==> config.mk <==
export PLATFORM = sky130hd
export DESIGN_NAME = div_sequencer_flat
export DESIGN_NICKNAME = d
export VERILOG_FILES = /design/src/rtl/div_sequencer_if.sv /design/src/rtl/div_sequencer.sv /design/src/flat_wrapper.sv
export SDC_FILE = /design/constraint.sdc
export NUM_CORES = 1
export LEC_CHECK = 0
export CAP_MARGIN = 25
export CORE_ASPECT_RATIO = 1.4
export CORE_MARGIN = 8
export CORE_UTILIZATION = 43
export DETAILED_ROUTE_END_ITERATION = 6
export GPL_TIMING_DRIVEN = 0
export PLACE_DENSITY = 0.89
export SLEW_MARGIN = 10
export SYNTH_ARGS = -nofsm -noshare
export SYNTH_HDL_FRONTEND = slang
export SYNTH_SLANG_ARGS = --single-unit
==> constraint.sdc <==
create_clock -name clock -period 2.8 [get_ports clock]
set_clock_uncertainty 0.2 [all_clocks]
set_input_delay 0.28 -clock clock [delete_from_list [all_inputs] [get_ports clock]]
set_output_delay 0.28 -clock clock [all_outputs]
set_load 0.01 [all_outputs]
==> src/rtl/div_sequencer_if.sv <==
// Operand request and result response handshakes between the div_sequencer and its upstream/downstream logic.
interface div_sequencer_if #(
  parameter int unsigned WIDTH = 16
);
  logic             in_valid;
  logic             in_ready;
  logic [WIDTH-1:0] in_dividend;
  logic [WIDTH-1:0] in_divisor;
  logic             out_valid;
  logic             out_ready;
  logic [WIDTH-1:0] out_quotient;
  logic [WIDTH-1:0] out_remainder;
  logic             out_div_zero;
  logic             out_timeout;

  modport master (
    output in_valid, in_dividend, in_divisor, out_ready,
    input  in_ready, out_valid, out_quotient, out_remainder, out_div_zero, out_timeout
  );

  modport slave (
    input  in_valid, in_dividend, in_divisor, out_ready,
    output in_ready, out_valid, out_quotient, out_remainder, out_div_zero, out_timeout
  );
endinterface

==> src/rtl/div_sequencer.sv <==
// Sequencer in front of a restarting restore-division core: it accepts operands, restarts the core, and returns the result.
// Divide-by-zero is answered locally, and a watchdog aborts a core that never reports ready.
module div_sequencer #(
  parameter int unsigned WIDTH   = 16,
  parameter int unsigned TIMEOUT = 4 * WIDTH + 8
) (
  input  logic                 clock,
  input  logic                 reset,
  div_sequencer_if.slave       bus,
  output logic                 div_reset_n,
  output logic [WIDTH-1:0]     div_i0,
  output logic [WIDTH-1:0]     div_i1,
  input  logic [WIDTH-1:0]     div_o0,
  input  logic [WIDTH-1:0]     div_o1,
  input  logic                 div_ready
);

  localparam int unsigned WD_W = (TIMEOUT > 1) ? $clog2(TIMEOUT) : 1;

  typedef enum logic [1:0] {
    IDLE = 2'd0,
    LOAD = 2'd1,
    RUN  = 2'd2,
    RESP = 2'd3
  } state_t;

  state_t            state;
  logic [WD_W-1:0]   wd;
  logic              in_ready;
  logic              out_valid;
  logic [WIDTH-1:0]  out_quotient;
  logic [WIDTH-1:0]  out_remainder;
  logic              out_div_zero;
  logic              out_timeout;

  assign bus.in_ready      = in_ready;
  assign bus.out_valid     = out_valid;
  assign bus.out_quotient  = out_quotient;
  assign bus.out_remainder = out_remainder;
  assign bus.out_div_zero  = out_div_zero;
  assign bus.out_timeout   = out_timeout;

  // Every output is registered and is set together with the state it belongs to, so none of them can glitch.
  always_ff @(posedge clock) begin
    if (reset) begin
      state         <= IDLE;
      wd            <= '0;
      in_ready      <= 1'b1;
      out_valid     <= 1'b0;
      out_quotient  <= '0;
      out_remainder <= '0;
      out_div_zero  <= 1'b0;
      out_timeout   <= 1'b0;
      div_reset_n   <= 1'b0;
      div_i0        <= '0;
      div_i1        <= '0;
    end else begin
      case (state)
        IDLE: begin
          if (bus.in_valid) begin
            in_ready <= 1'b0;
            if (bus.in_divisor != '0) begin
              div_i0 <= bus.in_dividend;
              div_i1 <= bus.in_divisor;
              state  <= LOAD;
            end else begin
              out_quotient  <= '1;
              out_remainder <= bus.in_dividend;
              out_div_zero  <= 1'b1;
              out_timeout   <= 1'b0;
              out_valid     <= 1'b1;
              state         <= RESP;
            end
          end
        end
        // The core stays in reset for one cycle with stable operands, so a stale ready from it cannot be seen.
        LOAD: begin
          wd          <= '0;
          div_reset_n <= 1'b1;
          state       <= RUN;
        end
        RUN: begin
          wd <= wd + WD_W'(1);
          if (div_ready) begin
            out_quotient  <= div_o0;
            out_remainder <= div_o1;
            out_div_zero  <= 1'b0;
            out_timeout   <= 1'b0;
            out_valid     <= 1'b1;
            div_reset_n   <= 1'b0;
            state         <= RESP;
          end else if (wd == WD_W'(TIMEOUT - 1)) begin
            out_quotient  <= '0;
            out_remainder <= '0;
            out_div_zero  <= 1'b0;
            out_timeout   <= 1'b1;
            out_valid     <= 1'b1;
            div_reset_n   <= 1'b0;
            state         <= RESP;
          end
        end
        RESP: begin
          if (bus.out_ready) begin
            out_valid <= 1'b0;
            in_ready  <= 1'b1;
            state     <= IDLE;
          end
        end
        default: begin
          state <= IDLE;
        end
      endcase
    end
  end

endmodule

==> src/flat_wrapper.sv <==
// flat-port wrapper written by rule: the top's interface ports become plain ports
module div_sequencer_flat 
#(
  parameter int unsigned WIDTH   = 16,
  parameter int unsigned TIMEOUT = 4 * WIDTH + 8
)
  (clock, reset, div_reset_n, div_i0, div_i1, div_o0, div_o1, div_ready, bus_in_valid, bus_in_dividend, bus_in_divisor, bus_out_ready, bus_in_ready, bus_out_valid, bus_out_quotient, bus_out_remainder, bus_out_div_zero, bus_out_timeout);
  div_sequencer_if #(.WIDTH(WIDTH)) bus_i ();
  input  logic clock;
  input  logic reset;
  output logic div_reset_n;
  output logic [WIDTH-1:0] div_i0;
  output logic [WIDTH-1:0] div_i1;
  input  logic [WIDTH-1:0] div_o0;
  input  logic [WIDTH-1:0] div_o1;
  input  logic div_ready;
  input wire logic [$bits(bus_i.in_valid)-1:0] bus_in_valid;
  input wire logic [$bits(bus_i.in_dividend)-1:0] bus_in_dividend;
  input wire logic [$bits(bus_i.in_divisor)-1:0] bus_in_divisor;
  input wire logic [$bits(bus_i.out_ready)-1:0] bus_out_ready;
  output wire logic [$bits(bus_i.in_ready)-1:0] bus_in_ready;
  output wire logic [$bits(bus_i.out_valid)-1:0] bus_out_valid;
  output wire logic [$bits(bus_i.out_quotient)-1:0] bus_out_quotient;
  output wire logic [$bits(bus_i.out_remainder)-1:0] bus_out_remainder;
  output wire logic [$bits(bus_i.out_div_zero)-1:0] bus_out_div_zero;
  output wire logic [$bits(bus_i.out_timeout)-1:0] bus_out_timeout;
  assign bus_i.in_valid = bus_in_valid;
  assign bus_i.in_dividend = bus_in_dividend;
  assign bus_i.in_divisor = bus_in_divisor;
  assign bus_i.out_ready = bus_out_ready;
  assign bus_in_ready = bus_i.in_ready;
  assign bus_out_valid = bus_i.out_valid;
  assign bus_out_quotient = bus_i.out_quotient;
  assign bus_out_remainder = bus_i.out_remainder;
  assign bus_out_div_zero = bus_i.out_div_zero;
  assign bus_out_timeout = bus_i.out_timeout;
  div_sequencer #(.WIDTH(WIDTH), .TIMEOUT(TIMEOUT)) u_core (.clock(clock), .reset(reset), .bus(bus_i), .div_reset_n(div_reset_n), .div_i0(div_i0), .div_i1(div_i1), .div_o0(div_o0), .div_o1(div_o1), .div_ready(div_ready));
endmodule
Word-level counts from Yosys, hierarchy flattened
Index checks and enable logic that the tools add are counted.

Logic and storage cells: 65. Memories kept: 0. RAM bits: 0. Memory bits (read-only): 0. Output and inout bits: 69. Flip-flop bits (word level): 78. Input bits: 69. Latch bits: 0.

Bitwise logic cells: 0. Mux-type cells: 33. Shift-type cells: 0. Div/mod/pow operators: 0. $mul: 0. Reduce and logical (&&, ||, !) cells: 12. Equal/unequal tests: 8. Add/subtract/negate cells: 1. $lt $le $gt $ge: 0.

Operator list (number): $mux 16 (7); $pmux 16 s2 (2); $reduce_bool 16->1 (1); $pmux 7 s2 (1); $mux 1 (12); $mux 2 (5); $reduce_and 3->1 (3); $pmux 1 s2 (4); $pmux 2 s4 (1); $add 7x1->7 const B (1); $eq 7x7->1 const B (1); $ne 2x2->1 const B (3); $reduce_bool 2->1 (3); $reduce_and 5->1 (1); $eq 2x2->1 const B (2); $reduce_and 4->1 (1); $ne 3x2->1 const B (1); $pmux 1 s3 (1); $reduce_bool 3->1 (1); $eq 2x1->1 const B (1); $logic_not 2->1 (1); $reduce_and 2->1 (1).

Logic depth before layout (Yosys ltp)
Gate-level depths: netlist of run 1.

Word-level depth: 4. Gate-level depth with buffers: 9. Mapped depth without buffers: 6.

Worst setup path before layout of run 1
Ideal clock, no wire load.

Kind: register -> register. From: register u_core.state[0]. To: register u_core.out_remainder[0], in the netlist u_core.bus.out_remainder[0]. Data required time: 2.514 ns. Arrival: 1.730 ns. Period minus slack after synthesis: 2.016 ns. Path buffers: 3. Library setup time: 0.086 ns. Cell stages (with the launch flop): 9. Slack: 0.784 ns. Cell sequence: dfxtp_1 > inv_1 > ha_1 > clkbuf_1 > and2_1 > clkbuf_1 > clkbuf_1 > a21oi_1 > a211oi_1.

Word-level cells in the longest chain between the ends: 3. Elaborated cells on any way between the ends: 8. Those cells by class: eq/ne: 4; mux: 1; reduce/logical: 3.

Ends and longest elaborated chain: from (decl) (RTL line div_sequencer.sv:27) `state_t state;`; from (signal assigned) (RTL line div_sequencer.sv:46) `state <= IDLE;`; from (signal assigned) (RTL line div_sequencer.sv:65) `state <= LOAD;`; from (signal assigned) (RTL line div_sequencer.sv:72) `state <= RESP;`; $eq 2x2->1 / $logic_not 2->1 (equally long branches) (RTL line div_sequencer.sv:58) `case (state)`; $ne 3x2->1 (no source line), or another cell as far along; $reduce_and 4->1 (no source line); to (signal assigned) (RTL line div_sequencer.sv:68) `out_remainder <= bus.in_dividend;`; to (signal assigned) (RTL line div_sequencer.sv:86) `out_remainder <= div_o1;`; to (decl) (RTL line div_sequencer.sv:32) `logic [WIDTH-1:0] out_remainder;`.

Parallel ways exist; a longest one is shown, timed or not. A chain may end at the register's enable or synchronous reset.

Final worst setup path of run 1
From: register u_core.state[0]. To: register u_core.out_remainder[2], in the netlist u_core.bus.out_remainder[2].

Same word-level chain as after synthesis.

==> summary.md, run 1 <==
| Metric | Value |
|---|---|
| Outcome | completed |
| Setup TNS | 0 ns |
| Die width | between 80 and 90 µm |
| DR vias/cell | around 5.2 |
| Worst Tran Pin Value | between 0.5 and 0.6 ns |
| Clock transition at path regs | roughly 0.08 ns |
| Overall Power | 4.95 mW |
| Crit-path max FO | 10 |
| Yosys top cell area share | between 40% and 50% |
| Routed via count | 3374 |
| Post-CTS Repair Setup Buffers | 0 |
| RePlAce Congestion | between 0.8 and 0.9 |
| DRC Markers | 0 |
| Gr ovfl total | 0 |
| Core box area | approximately 7400 µm² |
| Synth cell types | 34 |
| Final period utilization | 86.5% |
| DP Area | around 4800 µm² |
| H-tree depth | 3 |
| Layout cell share with drive strength beyond 1 | between 6 and 7% |
| Top cells by area, synth | dfxtp_1 (48%), a21oi_1 (13%), nand2_1 (10%), a211oi_1 (7.8%), nor2b_1 (3.2%) |
| CP most frequent cell | clkbuf_1 |
| R2r setup slk | approximately 0.38 ns |
| Final max-slew violation count | 0 |
| Crit-path slowest cell | clkbuf_1 |
| Clk pwr share | between 15 and 20% |
| Cell family with the largest share of critical-path delay | buffers and inverters |
| WP data required | about 2.9 ns |
| Setup crit end kind | register |
| Final core utilization | 67.6% |
| Post-CTS resize count | 0 |
| Global-route wire length before repair | 16900 µm |
| Site Rows | 37 |
| Clock sinks | 78 |
| Worst min path class | register to register |
| Post-synthesis register bit count | 78 |
| Comb pwr share | approximately half |
| Total track usage | 19.4% |
| Pin count of the biggest net entering global routing | 14 |
| Post-synth EDFFs | 0 |
| Ys async rst share | 0% |
| Sequential share of power | about a third |
| ANT cells | 0 |
| Max Cap Viol | 0 |
| Post-Layout Inst Area | between 4000 and 5000 µm² |
| Leakage Power | ~1.8 nW |
| Final hold viol count | 0 |
| Switching Fraction | 38.4% |
| Number of top-level pins | 138 |
| Bufs and invs on worst path | 4 |
| Max Clk Rate | about 410 MHz |
| # nets final | 616 |
| Worst EP arrival | between 2 and 2.5 ns |
| Die Area | 10700 µm² |
| Drt total wl | around 11000 µm |
| Mean Syn Cell Area | between 8 and 9 µm² |
| Synth warn | 0 |
| Post-synth top cells | a21oi_1 (88), nand2_1 (88), dfxtp_1 (78), a211oi_1 (34), clkbuf_1 (18) |
| IO buf count | around 140 |
| Vias in the first global route | between 3000 and 4000 |
| Mapped Nets | about 470 |
| Skew-Pair Late Insertion Delay | roughly 0.35 ns |
| CP max stage delay | between 0.3 and 0.4 ns |
| Synth Flop Type | dfxtp_1 |
| Crit-path cells | inv_1, ha_1, clkbuf_1, and2_1, clkbuf_1, clkbuf_1, a21oi_1, a211oi_1 |
| DR iter-0 viols | ~160 |
| Crit path launch type | register |
| Slew Limit Headroom | between 60% and 70% |
| Initial antenna violation count | 0 |
| Pwr Density | approximately 1000 nW/µm² |
| Starting density of the core | between 40 and 50% |
| Synth-to-Final Area Change | 51.6% |
| Post-synthesis cell area | 3280 µm² |
| Die height | ~120 µm |
| Drt pass-1 iters | 4 |
| Setup violations, final | 0 |
| P_sw | around 1.9 mW |
| Antenna-violating nets left | 0 |
| Root Driver | clkbuf_8 |
| Hpwl dp | approximately 8400 µm |
| CTS Hold Bufs | 0 |
| Internal Power | 3.05 mW |
| Avg WL per Cell | 16.4 µm |
| Sequential fraction of the synthesis area | 47.6% |
| Post-synthesis cell count | 393 |
| CTS buffer count | 9 |
| Max rail drop VDD | between 0.4 and 0.5 mV |
| RSZ-0062 raised after global routing | false |
| Fin Hold WS | ~0.26 ns |
| WS Path Type | register to register |
| Dominant cell type by area after synthesis | dfxtp_1 |
| Final min period | ~2.4 ns |
| Clock tree buffer depth | 2 |
| CTS tree | yes |
per-layer routing:
layer | vias to the layer above | wire length [µm] | GRT usage (%)
li1 | 1657 | - | -
met1 | 1552 | 4220 | 19.8
met2 | 142 | 5270 | 34.4
met3 | 23 | 744 | 6.47
met4 | 0 | 338 | 9.78
met5 | - | 0 | 0
worst register-to-register path, cell delays in order (launching register included):
cell,delay [ns]
dfxtp_1,0.34
inv_1,0.12
ha_1,0.16
clkbuf_1,0.32
and2_1,0.19
clkbuf_1,0.23
clkbuf_1,0.37
a21oi_1,0.13
a211oi_1,0.26
cells in the final DEF (no fill, tap or decap), types with 2 or more instances in the layout:
cell	n
dfxtp_1	78
a211oi_1	34
clkbuf_8	10
buf_6	2
xor2_1	3
nand4_1	3
clkbuf_1	18
ha_1	6
clkdlybuf4s50_1	137
o21ai_0	3
a21oi_1	88
nand2_1	88
nor4_1	4
nand3_1	2
nor2_1	8
or3_1	2
buf_2	7
inv_1	6
and2_1	2
clkinv_2	3
nor2b_1	17
nand2b_1	3
buf_4	5
power by group through the flow:
| stage | clock [mW] | combinational [mW] | sequential (mW) |
|---|---|---|---|
| 5_1_grt | 0.923 | 2.70 | 1.68 |
| 3_3_place_gp | 0 | 2.41 | 1.64 |
| 2_1_floorplan | 0 | 1.26 | 1.78 |
| 3_5_place_dp | 0 | 2.48 | 1.65 |
| 6_report | 0.846 | 2.47 | 1.64 |
| 4_1_cts | 0.866 | 2.49 | 1.63 |
state kept, by name (all words and copies together), names as in the netlist:
signal and flops:
u_core.wd 7, u_core.bus.in_ready 1, u_core.bus.out_timeout 1, u_core.div_reset_n 1, u_core.bus.out_quotient 16, u_core.div_i0 16, u_core.div_i1 16, u_core.state 2
u_core.bus.out_div_zero 1, u_core.bus.out_valid 1, u_core.bus.out_remainder 16
metrics by stage:
stage / cells / worst slack (ns)
after global placement: 627 / 0.0895
after CTS: 643 / 0.359
after detailed placement: 627 / 0.0819
after floorplan: 393 / 0.784
after global routing: 643 / 0.136
final: 643 / 0.378
path summary, 6_finish.rpt:
path / start / to / cells past startpoint
setup / recovery: u_core.state[0]$_SDFFE_PP0P_ / u_core.bus.out_remainder[2]$_SDFFE_PP0P_ / 8
hold / removal: u_core.div_i0[14]$_SDFFE_PP0P_ / u_core.div_i0[14]$_SDFFE_PP0P_ / 2
setup reg to reg: u_core.state[0]$_SDFFE_PP0P_ / u_core.bus.out_remainder[2]$_SDFFE_PP0P_ / 8
hold reg to reg: u_core.div_i0[14]$_SDFFE_PP0P_ / u_core.div_i0[14]$_SDFFE_PP0P_ / 2
layout make-up:
class | count | area [µm²]
multi-input combinational | 277 | 1530
tap | 97 | 121
clock buffer | 10 | 138
clock inverter | 6 | 61.3
timing repair buffer | 137 | 1370
sequential | 78 | 1560
inverter | 6 | 22.5
buffer | 32 | 163
fill | 610 | 2390
kinds of logic (layout without fill, tap and decap cells):
family                     Yosys count  in the layout  synth area share (%)
adders and majority gates            6              6                  2.29
buffers and inverters               38            191                  5.64
DFF                                 78             78                  47.6
and+or+nand+nor                    133            133                  18.3
AOI/OAI and AO/OA                  134            134                  25.0
xor gates and xnor gates             3              3                 0.801
muxes                                1              1                 0.343
Power figures use the tool's default switching activity.
==> run 2, diff against run 1 <==
--- a/config.mk
+++ b/config.mk
@@ -11,6 +11,7 @@
 export CORE_UTILIZATION = 43
 export DETAILED_ROUTE_END_ITERATION = 6
 export GPL_TIMING_DRIVEN = 0
+export HOLD_SLACK_MARGIN = 0.12
 export PLACE_DENSITY = 0.89
 export SLEW_MARGIN = 10
 export SYNTH_ARGS = -nofsm -noshare
==> results of run 2 <==
Final layout, timing and power as in run 1 (identical DEF).
==> run 3, diff against run 2 <==
--- a/config.mk
+++ b/config.mk
@@ -5,7 +5,6 @@
 export SDC_FILE = /design/constraint.sdc
 export NUM_CORES = 1
 export LEC_CHECK = 0
-export CAP_MARGIN = 25
 export CORE_ASPECT_RATIO = 1.4
 export CORE_MARGIN = 8
 export CORE_UTILIZATION = 43
==> results of run 3 <==
Final layout, timing and power as in run 1 (identical DEF).
